===== src/rtl/counter_pkg.sv =====
// counter_pkg: direction and end-mode types shared by the counter library
package counter_pkg;
  typedef enum logic {DIR_DOWN = 1'b0, DIR_UP = 1'b1} dir_t;
  typedef enum logic {MODE_WRAP = 1'b0, MODE_SAT = 1'b1} mode_t;
endpackage


===== src/rtl/counter_next.sv =====
// counter_next: next-count, wrap and overflow events for one enabled step
module counter_next
  import counter_pkg::*;
#(
  parameter int WIDTH = 8,
  parameter int MAX_VAL = 2**WIDTH-1
) (
  input  logic [WIDTH-1:0] count,
  input  logic             up_dn,
  input  logic             sat_mode,
  output logic [WIDTH-1:0] nxt,
  output logic             wrap_evt,
  output logic             ovf_evt
);
  localparam logic [WIDTH-1:0] MAX = WIDTH'(MAX_VAL);
  logic up, sat, at_end;
  always_comb begin
    up = dir_t'(up_dn) == DIR_UP;
    sat = mode_t'(sat_mode) == MODE_SAT;
    // >= keeps an out-of-range count behaving as if it sat at MAX
    at_end = up ? (count >= MAX) : (count == '0);
    nxt = at_end ? (sat ? (up ? MAX : '0) : (up ? '0 : MAX))
                 : (up ? count + 1'b1 : count - 1'b1);
    wrap_evt = at_end && !sat;
    ovf_evt = at_end;
  end
endmodule


===== src/rtl/updown_counter_mod.sv =====
// updown_counter_mod: synchronous up/down modulo counter with load, clear, wrap/saturate
module updown_counter_mod
  import counter_pkg::*;
#(
  parameter int WIDTH = 8,
  parameter int MAX_VAL = 2**WIDTH-1
) (
  input  logic             clk,
  input  logic             rst,
  input  logic             clr,
  input  logic             en,
  input  logic             up_dn,
  input  logic             sat_mode,
  input  logic             load,
  input  logic [WIDTH-1:0] load_val,
  output logic [WIDTH-1:0] count,
  output logic             tc,
  output logic             wrap,
  output logic             ovf
);
  localparam logic [WIDTH-1:0] MAX = WIDTH'(MAX_VAL);
  if (WIDTH < 2 || MAX_VAL < 1 || longint'(MAX_VAL) > (longint'(1) << WIDTH) - 1)
    $error("updown_counter_mod: bad WIDTH/MAX_VAL");
  logic [WIDTH-1:0] nxt;
  logic wrap_evt, ovf_evt;
  counter_next #(.WIDTH(WIDTH), .MAX_VAL(MAX_VAL)) u_next (
    .count(count), .up_dn(up_dn), .sat_mode(sat_mode),
    .nxt(nxt), .wrap_evt(wrap_evt), .ovf_evt(ovf_evt)
  );
  always_ff @(posedge clk) begin
    if (rst || clr) begin
      count <= '0;
      wrap <= 1'b0;
      ovf <= 1'b0;
    end else if (load) begin
      count <= (load_val > MAX) ? MAX : load_val;
      wrap <= 1'b0;
    end else if (en) begin
      count <= nxt;
      wrap <= wrap_evt;
      ovf <= ovf | ovf_evt;
    end else begin
      wrap <= 1'b0;
    end
  end
  assign tc = (dir_t'(up_dn) == DIR_UP) ? (count == MAX) : (count == '0);
endmodule


===== config.mk =====
export PLATFORM = sky130hd
export DESIGN_NAME = updown_counter_mod
export DESIGN_NICKNAME = d
export VERILOG_FILES = /design/src/rtl/counter_pkg.sv /design/src/rtl/counter_next.sv /design/src/rtl/updown_counter_mod.sv
export SDC_FILE = /design/constraint.sdc
export NUM_CORES = 1
export LEC_CHECK = 0
export BUFFER_PORTS_ARGS = -buffer_cell sky130_fd_sc_hd__buf_4
export CORE_ASPECT_RATIO = 1.25
export CORE_MARGIN = 2
export CORE_UTILIZATION = 40
export CTS_CLUSTER_SIZE = 16
export DETAILED_ROUTE_END_ITERATION = 8
export PLACE_DENSITY = 0.73
export SETUP_SLACK_MARGIN = 0.2
export SYNTH_ARGS = -nofsm -noshare
export SYNTH_HDL_FRONTEND = slang
export SYNTH_SLANG_ARGS = --single-unit
export TNS_END_PERCENT = 100

===== constraint.sdc =====
create_clock -name clk -period 3.75 [get_ports clk]
set_clock_uncertainty 0.2 [all_clocks]
set_input_delay 0.75 -clock clk [delete_from_list [all_inputs] [get_ports clk]]
set_output_delay 0.75 -clock clk [all_outputs]
set_load 0.01 [all_outputs]

==> results.toml <==
[run_status]
outcome = "finished, final reports clean"

[setup_path]
worstPathMaxFanout = 11
setup.worst_path.class = "flop to output port"
r2r_slack_ns = 1.38
timing.rr.end = "count[7]"
cp.arrival_ns = 1.87
crit_required_ns = 2.80
rr_worst_depth = 7
end_kind = "output port"
worstSetupStartpoint = "count[3]"
cp-start-kind = "flop"
rr_startpoint = "count[0]"

[detailed_routing]
firstDrtPassIters = 4
first_iter_violations = 26
route.detailed.drc = 0
wl_per_cell_um = 14.10
wl_um = 2327
vias = 941
vias_per_cell = 5.703
antenna_left = 0

[run]
drv_cap = 0

[place]
numPortBuffers = 25
place_hpwl_um = 1825
gp_congestion = 0.8437

[logic_synthesis]
synthAdderAreaFrac = 0.1057
synth_largest_area_cell = "dfxtp_1"
synth_compound_area_frac = 0.2782
synth_top_family_by_area = "compound AO/OA/AOI/OAI gates"
muxShareOfSynthArea = 0.02364
synth_cell_types = 44
synth_top_area_share = 0.2225
ys_warn_count = 0
syn_area_um2 = 899.6
synth_area_per_cell_um2 = 8.105
syn_nets = 133
synthesis.instances = 111
synth_flop_cell = "dfxtp_1"
ys_top_cells_by_area = "dfxtp_1 (22%), ha_1 (8.3%), a21oi_1 (6.7%)"
synthArstFlopShare = 0
synth_xor_area_frac = 0.04868
postSynthRegisterBits = 10
synth_edf_count = 0
yosysSeqAreaShare = 0.2225
synth-simple-area-share = 0.2615

[global_route]
antenna_found_initial = 0
grt.total_usage = 0.2009
grt.overflow.total = 0
grt_pass1_vias = 937
grt_max_degree = 14
grt_pass1_wl_um = 3988

[sta]
fin_crit_sh = 0.7511
hold_violations = 0
drv_slew = 0
finalSetupViolCount = 0
rsz0062_at_grt = "false"
fin_setup_tns_ns = 0
slew-limit-headroom = 0.6924
min_period_ns = 2.817
whs_ns = 0.2832
worstMarginPinSlew_ns = 0.4609
fmax_ghz = 0.3550

[cells_and_area]
antenna_cells = 0
drive_gt1_frac = 0.2910
nFillCells = 209
fin_nets = 158
syn_to_final_growth_pct = 23.37

[clocking]
cts_setup_buffers = 0
cts_tree = "done"
clock_tree.root_cell = "clkbuf_4"
cts-resized-gates = 0
clockBufferDepth = 2
cts_inserted_buffers = 3
htree_levels = 1
clk_pin_slew_ns = 0.06
ctsHoldBuffers = 0
cts.sinks = 10
clkLatencyLatePin_ns = 0.27

[power]
p_per_area_nw_per_um2 = 276.8
ir_drop_mv = 0.1827
power.leakage_nw = 0.4949

[floorplanning]
rows = 19
fp.dieW_um = 46.42
io_pins = 26
die_area_um2 = 2647
fp.dieH_um = 57.02
core-area_um2 = 2163
start_util = 0.4158

[hold_path]
hold-path-endpoint = "ovf"
hold_class = "flop to flop"
whs_path_depth = 2
hold_start = "ovf"
## worst max-delay path by stage
stage | endpoint | slack, ns | cells after the start
floorplan | count[6] | 0.85 | 9
global placement | count[7] | 0.80 | 9
detailed placement | count[6] | 0.75 | 9
CTS | tc | 0.92 | 5
global route | tc | 0.79 | 5
finish | tc | 0.93 | 5
## where the power goes
group	internal, mW	switching, mW	total (mW)
sequential	0.111	0.00785	0.119
combinational	0.0539	0.0591	0.113
clock	0.0372	0.0381	0.0753
total	0.202	0.105	0.307
## layout make-up
cell class                 instances  area (um^2)  share of cell area
multi-input combinational         92        645.6              0.5817
timing repair buffer              25        187.7              0.1691
inverter                           4        15.01             0.01353
tap                               31        38.79             0.03495
clock buffer                       3        22.52             0.02029
sequential                        10        200.2              0.1804
## cells in the final DEF (no fill, tap or decap), types with 4 or more instances in the layout
| cell type | n |
|---|---|
| nand2b_1 | 4 |
| ha_1 | 6 |
| a311o_1 | 4 |
| nand2_1 | 11 |
| xnor2_1 | 5 |
| dfxtp_1 | 10 |
| a21oi_1 | 12 |
| buf_4 | 25 |
| nor2_1 | 9 |
| inv_1 | 4 |
## worst max-delay path, stage by stage (launching register included)
cell and delay [ns]:
dfxtp_1 0.35, or4_4 0.56, nor4_4 0.26, nor2_2 0.16, inv_1 0.14, buf_4 0.13
## layer usage
metal | global-route usage | wire length (um) | vias up | part of all wire
li1 | - | - | 464 | -
met1 | 0.2671 | 1069 | 437 | 0.46
met2 | 0.3036 | 1089 | 33 | 0.47
met3 | 0.03481 | 105 | 7 | 0.045
met4 | 0.1020 | 62 | 0 | 0.027
met5 | 0 | 0 | - | 0
## flip-flops by register name, summed over array words and instances, names as in the netlist
name,cells
ovf,1
count,8
wrap,1
## kinds of logic after synthesis
group                      Yosys count
muxes                                2
adders and majority gates            7
buffers and inverters                9
and+or+nand+nor                     42
AOI/OAI and AO/OA                   36
xor gates and xnor gates             5
DFF                                 10
## synth_stat cells (2+ instances only)
library cell / count
a211o_1: 2
a21o_1: 3
a21oi_1: 12
a311o_1: 4
dfxtp_1: 10
ha_1: 6
inv_1: 4
nand2_1: 11
nand2b_1: 4
nand3_1: 3
nor2_1: 9
nor3_1: 3
o21ai_0: 3
o31ai_1: 2
or3_2: 2
xnor2_1: 5
## through the flow
| stage | setup WS [ns] | util | power, mW | instance area, um^2 | instances |
|---|---|---|---|---|---|
| floorplan | 0.8462 | - | 0.1992 | 899.6 | 111 |
| global route | 0.7885 | 0.5130 | 0.3253 | 1110 | 165 |
| global placement | 0.8025 | 0.5026 | 0.2302 | 1087 | 162 |
| CTS | 0.9233 | 0.5130 | 0.3055 | 1110 | 165 |
| finish | 0.9332 | 0.5130 | 0.3072 | 1110 | 165 |
| detailed placement | 0.7512 | 0.5026 | 0.2325 | 1087 | 162 |
Note: power is estimated with default switching activity, not from simulation.
